File: src/rtl/uart_pkg.sv
// uart_pkg: shared receiver FSM states, parity modes and baud default
package uart_pkg;
   typedef enum logic [2:0] {IDLE, START, DATA, PARITY, STOP, WAIT_IDLE} state_t;
   localparam int PARITY_NONE = 0;
   localparam int PARITY_EVEN = 1;
   localparam int PARITY_ODD = 2;
   localparam int DEFAULT_CLKS_PER_BIT = 5208;
endpackage

File: src/rtl/lfsr_keystream.sv
// lfsr_keystream: Galois LFSR keystream register; load beats advance, zero seed becomes all-ones
module lfsr_keystream #(
   parameter int LFSR_W = 8,
   parameter logic [LFSR_W-1:0] LFSR_TAPS = 8'h1D,
   parameter logic [LFSR_W-1:0] LFSR_SEED = 8'hFF
) (
   input  logic              M_CLOCK,
   input  logic              M_RESET_N,
   input  logic              load,
   input  logic [LFSR_W-1:0] load_value,
   input  logic              advance,
   output logic [LFSR_W-1:0] state
);
   logic [LFSR_W-1:0] state_q, state_d;
   always_comb
      state_d = load ? (load_value == '0 ? '1 : load_value)
              : advance ? {state_q[LFSR_W-2:0], 1'b0} ^ (state_q[LFSR_W-1] ? LFSR_TAPS : '0)
              : state_q;
   always_ff @(posedge M_CLOCK or negedge M_RESET_N)
      if (!M_RESET_N) state_q <= LFSR_SEED;
      else state_q <= state_d;
   assign state = state_q;
endmodule

File: src/rtl/uart_lfsr_rx.sv
// uart_lfsr_rx: mid-bit sampling UART receiver with LFSR decrypt and valid/ready output
module uart_lfsr_rx import uart_pkg::*; #(
   parameter int CLKS_PER_BIT = DEFAULT_CLKS_PER_BIT,
   parameter int DATA_W = 8,
   parameter int PARITY_MODE = PARITY_NONE,
   parameter int STOP_BITS = 1,
   parameter int LFSR_W = 8,
   parameter logic [LFSR_W-1:0] LFSR_TAPS = 8'h1D,
   parameter logic [LFSR_W-1:0] LFSR_SEED = 8'hFF
) (
   input  logic              M_CLOCK,
   input  logic              M_RESET_N,
   input  logic              rx_in,
   input  logic              seed_load,
   input  logic [LFSR_W-1:0] seed_value,
   input  logic              decrypt_en,
   output logic [DATA_W-1:0] data_out,
   output logic [DATA_W-1:0] raw_out,
   output logic              data_valid,
   input  logic              data_ready,
   output logic              parity_err,
   output logic              frame_err,
   output logic              overrun,
   output logic              busy
);
   localparam int CW = $clog2(CLKS_PER_BIT);
   localparam int IW = $clog2(DATA_W);
   logic              rx_meta_q, rx_s_q;
   state_t            state_q, state_d;
   logic [CW-1:0]     cnt_q, cnt_d;
   logic [IW-1:0]     idx_q, idx_d;
   logic              stop_q, stop_d;
   logic [DATA_W-1:0] shift_q, shift_d;
   logic              par_q, par_d;
   logic [DATA_W-1:0] data_q, data_d, raw_q, raw_d;
   logic              valid_q, valid_d, perr_q, perr_d, ferr_q, ferr_d, ovr_q, ovr_d;
   logic              accept, tick;
   logic [LFSR_W-1:0] lfsr_state;
   lfsr_keystream #(.LFSR_W(LFSR_W), .LFSR_TAPS(LFSR_TAPS), .LFSR_SEED(LFSR_SEED)) u_lfsr (
      .M_CLOCK(M_CLOCK),
      .M_RESET_N(M_RESET_N),
      .load(seed_load),
      .load_value(seed_value),
      .advance(accept),
      .state(lfsr_state)
   );
   assign tick = cnt_q == '0;
   always_comb begin
      state_d = state_q;
      cnt_d = tick ? CW'(CLKS_PER_BIT - 1) : cnt_q - 1'b1;
      idx_d = idx_q;
      stop_d = stop_q;
      shift_d = shift_q;
      par_d = par_q;
      accept = 1'b0;
      perr_d = 1'b0;
      ferr_d = 1'b0;
      case (state_q)
         IDLE: if (!rx_s_q) begin
            state_d = START;
            cnt_d = CW'(CLKS_PER_BIT / 2 - 1);
         end
         START: if (tick) begin
            state_d = rx_s_q ? IDLE : DATA;
            idx_d = '0;
            par_d = 1'b0;
         end
         DATA: if (tick) begin
            shift_d = {rx_s_q, shift_q[DATA_W-1:1]};
            idx_d = idx_q + 1'b1;
            stop_d = 1'b0;
            if (idx_q == IW'(DATA_W - 1)) state_d = PARITY_MODE != PARITY_NONE ? PARITY : STOP;
         end
         PARITY: if (tick) begin
            par_d = (^shift_q ^ rx_s_q) != (PARITY_MODE == PARITY_ODD);
            state_d = STOP;
         end
         STOP: if (tick) begin
            if (!rx_s_q) begin
               ferr_d = 1'b1;
               state_d = WAIT_IDLE;
            end else if (stop_q == 1'(STOP_BITS - 1)) begin
               perr_d = par_q;
               accept = !par_q;
               state_d = IDLE;
            end else stop_d = 1'b1;
         end
         WAIT_IDLE: if (rx_s_q) state_d = IDLE;
         default: state_d = IDLE;
      endcase
   end
   // key is taken before the advance lands, so a same-cycle seed load never affects this frame
   always_comb begin
      valid_d = accept | (valid_q & ~data_ready);
      ovr_d = accept & valid_q & ~data_ready;
      raw_d = accept ? shift_q : raw_q;
      data_d = accept ? (decrypt_en ? shift_q ^ lfsr_state[DATA_W-1:0] : shift_q) : data_q;
   end
   always_ff @(posedge M_CLOCK or negedge M_RESET_N)
      if (!M_RESET_N) begin
         rx_meta_q <= 1'b1;
         rx_s_q <= 1'b1;
         state_q <= IDLE;
         cnt_q <= '0;
         idx_q <= '0;
         stop_q <= 1'b0;
         shift_q <= '0;
         par_q <= 1'b0;
         data_q <= '0;
         raw_q <= '0;
         valid_q <= 1'b0;
         perr_q <= 1'b0;
         ferr_q <= 1'b0;
         ovr_q <= 1'b0;
      end else begin
         rx_meta_q <= rx_in;
         rx_s_q <= rx_meta_q;
         state_q <= state_d;
         cnt_q <= cnt_d;
         idx_q <= idx_d;
         stop_q <= stop_d;
         shift_q <= shift_d;
         par_q <= par_d;
         data_q <= data_d;
         raw_q <= raw_d;
         valid_q <= valid_d;
         perr_q <= perr_d;
         ferr_q <= ferr_d;
         ovr_q <= ovr_d;
      end
   assign data_out = data_q;
   assign raw_out = raw_q;
   assign data_valid = valid_q;
   assign parity_err = perr_q;
   assign frame_err = ferr_q;
   assign overrun = ovr_q;
   assign busy = state_q != IDLE;
endmodule

File: config.mk
export PLATFORM = sky130hd
export DESIGN_NAME = uart_lfsr_rx
export DESIGN_NICKNAME = d
export VERILOG_FILES = /design/src/rtl/uart_pkg.sv /design/src/rtl/lfsr_keystream.sv /design/src/rtl/uart_lfsr_rx.sv
export SDC_FILE = /design/constraint.sdc
export NUM_CORES = 1
export LEC_CHECK = 0
export BUFFER_PORTS_ARGS = -buffer_cell sky130_fd_sc_hd__buf_4
export CAP_MARGIN = 30
export CELL_PAD_IN_SITES_DETAIL_PLACEMENT = 0
export CELL_PAD_IN_SITES_GLOBAL_PLACEMENT = 1
export CORE_MARGIN = 5
export CORE_UTILIZATION = 42
export CTS_CLUSTER_DIAMETER = 50
export CTS_CLUSTER_SIZE = 12
export DETAILED_ROUTE_END_ITERATION = 8
export PLACE_DENSITY = 0.72
export SLEW_MARGIN = 10
export SYNTH_ARGS = -nofsm -noshare
export SYNTH_HDL_FRONTEND = slang
export SYNTH_HIERARCHICAL = 1
export SYNTH_SLANG_ARGS = --single-unit
File: constraint.sdc
create_clock -name M_CLOCK -period 3 [get_ports M_CLOCK]
set_clock_uncertainty 0.15 [all_clocks]
set_input_delay 0.15 -clock M_CLOCK [delete_from_list [all_inputs] [get_ports M_CLOCK]]
set_output_delay 0.15 -clock M_CLOCK [all_outputs]
set_load 0.1 [all_outputs]
==> results.md, run 1 <==
* Status: finished clean
* Clock sink count at 58
* Crit. End Element: flop
* Layout area overhead at 23.4%
* Dpl hpwl at 4020 um
* # DRC at 0
* Clock Pin Slew Worst Setup and Hold Paths at 0.06 ns
* Setup repair after global routing missed its margin: no
* Cells on Worst Hold Path at 3
* Worst skew pair latency at 0.33 ns
* CTS buffer count at 9
* DR vias at 2,017
* Vias in the first global route at 2,145
* Final net count at 318
* CP cell instances: nor4_4 > nand3_2 > or3_1 > inv_4 > mux2i_1 > o221ai_1 > dlygate4sd3_1
* Async SR Flop Fraction at 100%
* Share of the yosys chip area belonging to registers at 50.7%
* F_max at 363 MHz
* Slowest CP cell: dlygate4sd3_1
* CP required at 3.10 ns
* Post-DRT Antenna Nets at 0
* Die height at 92.9 um
* Post-Syn Area at 2890 um^2
* VDD IR-drop max at 0.245 mV
* DR vias/cell at 5.24
* Gr usage total at 15.5%
* Synth Flop Type: dfrtp_1
* Layout cells sized above 1 at 31.1%
* CTS max path bufs at 2
* Crit start category: flop
* Aggregate global routing overflow at 0
* Mean area per synthesized cell at 11.6 um^2
* Largest net degree at the start of global routing at 59
* DR WL/cell at 15.5 um
* Crit path from: cnt_q[6]
* Die area at 8630 um^2
* DIE WIDTH at 92.9 um
* Worst Path Arrival at 2.86 ns
* Worst hold path class: input pin to flop
* Fin crit period at 2.76 ns
* CTS HTree Levels at 3
* Final wirelength at 5990 um
* Max Slew Vio Count at 0
* Post-synth EDFFs at 0
* Root buf cell: clkbuf_8
* # rows at 30
* DR iter-0 viols at 58
* Drt first pass iters at 4
* Worst hold path startpoint: seed_load
* Syn Nets at 266
* Post-DP Area at 3200 um^2
* Initial Util at 42.7%
* Worst-path fanout max at 10
* PortBufs at 34
* Fin crit share at 91.9%
* R2r worst-path depth at 7
* Pwr Total at 1610 uW
* CTS tree: yes
* Rel. slew slack at 48.3%
* Final setup viols at 0
* Post-Synthesis Cells at 248
* CP peak stage delay at 0.59 ns
* Seq cells post-synth at 58
* Post-route cell area at 3560 um^2
* Gp weighted congestion at 0.783
* Number of diodes at 0
* Std-Cell Core Area at 6760 um^2
* Max Cap Viol at 0
* I/O Pins at 35
* Fillers at 608
* Critical R2R Launch: cnt_q[6]
* Synth cell types at 50
* Leak at 0.00163 uW
* First-pass GRT wire length at 10,500 um
* Final Hold Fails at 0
* Least-Margin Pin Slew at 0.773 ns
* Setup Fix Bufs, Post-CTS at 0
* Pwr per Cell Area at 453 nW/um^2
* Post-Route Setup TNS at 0 ns
* Kind of critical path: flop to flop
* Warnings, synthesis at 6
* Initial antenna violation count at 0
worst max-delay path: cells and delay by family, from the launching register on:
family                 cells  cell delay [ns]
AO/OA/AOI/OAI              1             0.14
buffers and inverters      2             0.73
flip-flops                 1             0.42
multiplexers               1             0.20
AND/OR/NAND/NOR            3             1.04
flip-flops by register name (all words and copies together), names as in the netlist, 3 cells and up:
name,cells
cnt_q,13
data_out,8
idx_q,3
raw_out,8
shift_q,8
state_q,3
u_lfsr/state,8
cell usage after synthesis (3+ instances only):
| cell | count | area, um^2 |
|---|---|---|
| mux2_2 | 19 | 214 |
| inv_1 | 7 | 26.3 |
| nand2_1 | 17 | 63.8 |
| dfstp_2 | 10 | 263 |
| mux2i_1 | 4 | 40.0 |
| or3_1 | 3 | 18.8 |
| ha_1 | 4 | 50.1 |
| nor2b_1 | 6 | 37.5 |
| o21ai_0 | 7 | 35.0 |
| nor2_1 | 14 | 52.6 |
| nor3_1 | 7 | 35.0 |
| mux2_4 | 7 | 105 |
| xor2_1 | 6 | 52.6 |
| nand3_1 | 9 | 45.0 |
| clkbuf_1 | 7 | 26.3 |
| xnor2_1 | 19 | 166 |
| dfrtp_1 | 48 | 1200 |
| or4_1 | 4 | 30.0 |
| a21oi_1 | 8 | 40.0 |
| nor4_1 | 4 | 25.0 |
cell type report:
type                    count  area, um^2  share of cell area [%]
clock buffers              13         149                    4.18
clock inverters             3        40.0                    1.12
inverters                   7        28.8                   0.808
multi-input cells         171        1340                    37.7
flip-flops and latches     58        1460                    41.1
well taps                  80         100                    2.81
repair buffers             53         438                    12.3
through the flow:
stage	util [%]	instances	worst slack (ns)	hold slack [ns]
6_report	52.7	385	0.244	0.0529
5_1_grt	52.7	385	0.0267	0.0418
4_1_cts	52.6	385	0.0662	0.0313
3_5_place_dp	47.4	353	0.425	0.109
3_3_place_gp	47.4	353	0.511	0.109
2_1_floorplan	-	248	0.173	-0.296
logic make-up (layout without fill, tap and decap cells):
| kind of cell | after synthesis | after routing | synth area share (%) |
|---|---|---|---|
| muxes | 30 | 30 | 12.4 |
| AOI/OAI and AO/OA | 33 | 33 | 8.41 |
| adders and majority gates | 4 | 4 | 1.73 |
| and+or+nand+nor | 78 | 78 | 15.3 |
| xor gates and xnor gates | 26 | 26 | 8.36 |
| DFF | 58 | 58 | 50.7 |
| buffers and inverters | 19 | 76 | 3.08 |
metal layers:
metal / wire length [um] / share of wire, % / vias to the layer above / track usage [%]
met5: 0 / 0 / - / 0
met2: 2740 / 46 / 26 / 23.3
met3: 180 / 3.0 / 10 / 3.57
li1: - / - / 992 / -
met1: 2980 / 50 / 989 / 21.1
met4: 89 / 1.5 / 0 / 6.96
cell usage in the layout, fill, tap and decap left out, types with 3 or more instances in the layout:
cell type      count
a21oi_1            8
buf_4             37
clkbuf_1           3
clkbuf_8          10
dfrtp_1           48
dfstp_2           10
dlygate4sd3_1     16
ha_1               4
inv_1              6
mux2_2            19
mux2_4             7
mux2i_1            4
nand2_1           17
nand3_1            9
nor2_1            14
nor2b_1            6
nor3_1             7
nor4_1             4
o21ai_0            7
or3_1              3
or4_1              4
xnor2_1           19
xor2_1             6
timing repair:
action	CTS	global route
resized for setup	0	3
hold buffers	16	0
endpoints found under the hold margin	59	0
endpoints found under the setup margin	0	3
worst paths after layout:
path	to	slack (ns)
max	u_lfsr/state[0]	0.24
min	u_lfsr/state[6]	0.05
max reg2reg	u_lfsr/state[0]	0.24
min reg2reg	rx_s_q	0.21
max in group asynchronous	cnt_q[9]	1.95
min in group asynchronous	shift_q[7]	0.28
power breakdown:
group	switching (uW)	internal, uW	total, uW
clock	291	404	695
combinational	48.4	52.3	101
sequential	13.3	803	817
Power figures use the tool's default switching activity.
==> run 2, diff against run 1 <==
CORE_UTILIZATION = 50   (was 42)
PLACE_DENSITY = 0.81   (was 0.72)
clock period = 3.32 ns   (was 3 ns; I/O delays follow)
==> run 2 against run 1 <==
Final area shrank 0.56%. Core utilization grew 11 points. Wire length shrank 5.4%. Flip-flop and latch count is the same. Critical endpoint is now u_lfsr/state[7]. Highest routed layer unchanged.
==> results.md, run 2 (synthesis gave the netlist of run 1 again) <==
* Gp weighted congestion at 0.775 (-1.1%)
* PortBufs at 34 (unchanged)
* Initial Util at 51.8% (+9.1 points)
* R2r worst-path depth at 10 (+3)
* Final Hold Fails at 0 (unchanged)
* Most frequent cells in the layout: dfrtp_1, buf_4, xnor2_1, mux2_2, nand2_1
* Final Non-Filler Cells at 375 (-2.6%)
* Aggregate global routing overflow at 0 (unchanged)
* Cells on Worst Hold Path at 2 (-1)
* Worst-path fanout max at 10 (unchanged)
* I/O Pins at 35 (unchanged)
* Crit. End Element: flop
* Worst Path Arrival at 3.20 ns (+0.34 ns)
* Dpl hpwl at 3840 um (-4.7%)
* Vias in the first global route at 2,018 (-5.9%)
* DR iter-0 viols at 49 (-16%)
* Max Slew Vio Count at 0 (unchanged)
* DIE WIDTH at 86.0 um (-7.5%)
* Sw Pwr at 321 uW (-8.9%)
* Switching Share at 21.4% (-0.46 points)
* Std-Cell Core Area at 5570 um^2 (-17%)
* Final wirelength at 5660 um (-5.4%)
* Crit Reg-Reg Endpoint: u_lfsr/state[7]
* CP required at 3.43 ns (+0.33 ns)
* Multi-input logic area at 1340 um^2 (-0.65%)
* # rows at 27 (-10%)
* Leak at 0.00163 uW (about the same)
* Worst hold path startpoint: seed_load
* Drt first pass iters at 4 (unchanged)
* DR WL/cell at 15.1 um (-2.9%)
* Clock Pin Slew Worst Setup and Hold Paths at 0.07 ns (about the same)
* Critical R2R Launch: cnt_q[0]
* Internal Power at 1180 uW (-6.3%)
* Post-DP Area at 3190 um^2 (-0.55%)
* Post-route cell area at 3540 um^2 (-0.56%)
* Max reg flops at 13 (unchanged)
* Comb pwr share at 6.0% (-0.2 points)
* Largest net degree at the start of global routing at 59 (unchanged)
* Post-DRT Antenna Nets at 0 (unchanged)
* Crit start category: flop
* Final setup viols at 0 (unchanged)
* DP Cell Count at 344 (-2.5%)
* Setup Fix Bufs, Post-CTS at 0 (unchanged)
* Fin crit period at 3.10 ns (+0.342 ns)
* CTS buffer count at 9 (unchanged)
* Worst hold path class: input pin to flop
* Post-Route Setup TNS at 0 ns (unchanged)
* Top reg by flops: cnt_q
* Setup repair after global routing missed its margin: no
* CTS max path bufs at 2 (unchanged)
* Fin crit share at 93.3% (+1.4 points)
* Worst skew pair latency at 0.33 ns (about the same)
* Status: finished clean
* Rel. slew slack at 51.8% (+3.5 points)
* Die area at 7400 um^2 (-14%)
* Least-Margin Pin Slew at 0.723 ns (-0.0503 ns)
* Final net count at 316 (-0.63%)
* First-pass GRT wire length at 9720 um (-7.7%)
* DR vias/cell at 5.47 (+4.4%)
* Commonest non-fill, non-tap cell in the layout: dfrtp_1
* Flop2flop setup slack at 0.22 ns (-0.02 ns)
* Pwr per Cell Area at 424 nW/um^2 (-6.4%)
* Die height at 86.0 um (-7.5%)
* Fillers at 463 (-24%)
* Number of diodes at 0 (unchanged)
* Clock network fraction of total power at 44.9% (+1.8 points)
* # DRC at 0 (unchanged)
* Hold EP: u_lfsr/state[0]
* VDD IR-drop max at 0.207 mV (-15%)
* Max Cap Viol at 0 (unchanged)
* Kind of critical path: flop to flop
* Clock sink count at 58 (unchanged)
* Sequential Power Share at 49.1% (-1.5 points)
* Layout cells sized above 1 at 31.4% (+0.21 points)
* Register area at 1460 um^2 (unchanged)
* CTS HTree Levels at 3 (unchanged)
* Root buf cell: clkbuf_8
* Initial antenna violation count at 0 (unchanged)
* F_max at 323 MHz (-11%)
* DR vias at 2,052 (+1.7%)
* Layout area overhead at 22.7%
* Pwr Total at 1500 uW (-6.9%)
* CTS tree: yes
* Gr usage total at 16.7% (+1.3 points)
-- run 2: worst max-delay path by stage --
stage,start,to,slack [ns],depth (start not counted)
after CTS,cnt_q[0],u_lfsr/state[7],0.21,10
final,cnt_q[0],u_lfsr/state[7],0.22,10
after floorplan,cnt_q[0],u_lfsr/state[6],0.49,12
after global placement,cnt_q[0],u_lfsr/state[6],0.82,9
after detailed placement,cnt_q[0],u_lfsr/state[7],0.75,9
after global routing,cnt_q[0],u_lfsr/state[7],0.06,10
-- run 2: power groups by stage --
stage	Combinational, uW	Sequential [uW]	Clock, uW
detailed placement	76.2	750	0
CTS	90.8	737	690
global placement	75.2	750	0
floorplan	44.0	744	0
global route	102	738	726
finish	90.8	737	674
-- run 2: worst max-delay path, stage by stage, from the launching register on --
cell and delay, ns:
dfrtp_1 0.41, inv_1 0.10, ha_1 0.14, nor4b_2 0.30, nand3_2 0.13, or3_1 0.41, inv_2 0.18, mux2_2 0.36
mux2i_1 0.13, o21ai_0 0.12, dlygate4sd3_1 0.58
-- run 2: per-layer routing --
layer / GRT usage [%] / part of all wire, % / vias up
li1: - / - / 990
met5: 0 / 0 / -
met3: 3.84 / 4.5 / 10
met1: 22.8 / 47 / 1009
met2: 25.2 / 46 / 43
met4: 7.77 / 1.8 / 0
-- run 2: metrics by stage --
step | worst slack [ns] | hold slack (ns) | util (%)
floorplan | 0.493 | -0.280 | -
global placement | 0.824 | 0.123 | 57.1
detailed placement | 0.754 | 0.123 | 57.1
CTS | 0.207 | 0.00829 | 63.6
global route | 0.0604 | 0.0356 | 63.6
finish | 0.222 | 0.0150 | 63.6
-- run 2: final cells by class --
type / instances / area share (%)
clock inverters: 2 / 0.989
flip-flops and latches: 58 / 41.3
repair buffers: 51 / 11.9
multi-input cells: 171 / 37.7
inverters: 7 / 0.742
well taps: 72 / 2.54
clock buffers: 14 / 4.87
-- run 2: what timing repair did --
action	in CTS	in global routing
hold buffers	15	0
resized for setup	0	1
endpoints found under the setup margin	0	1
endpoints found under the hold margin	58	0
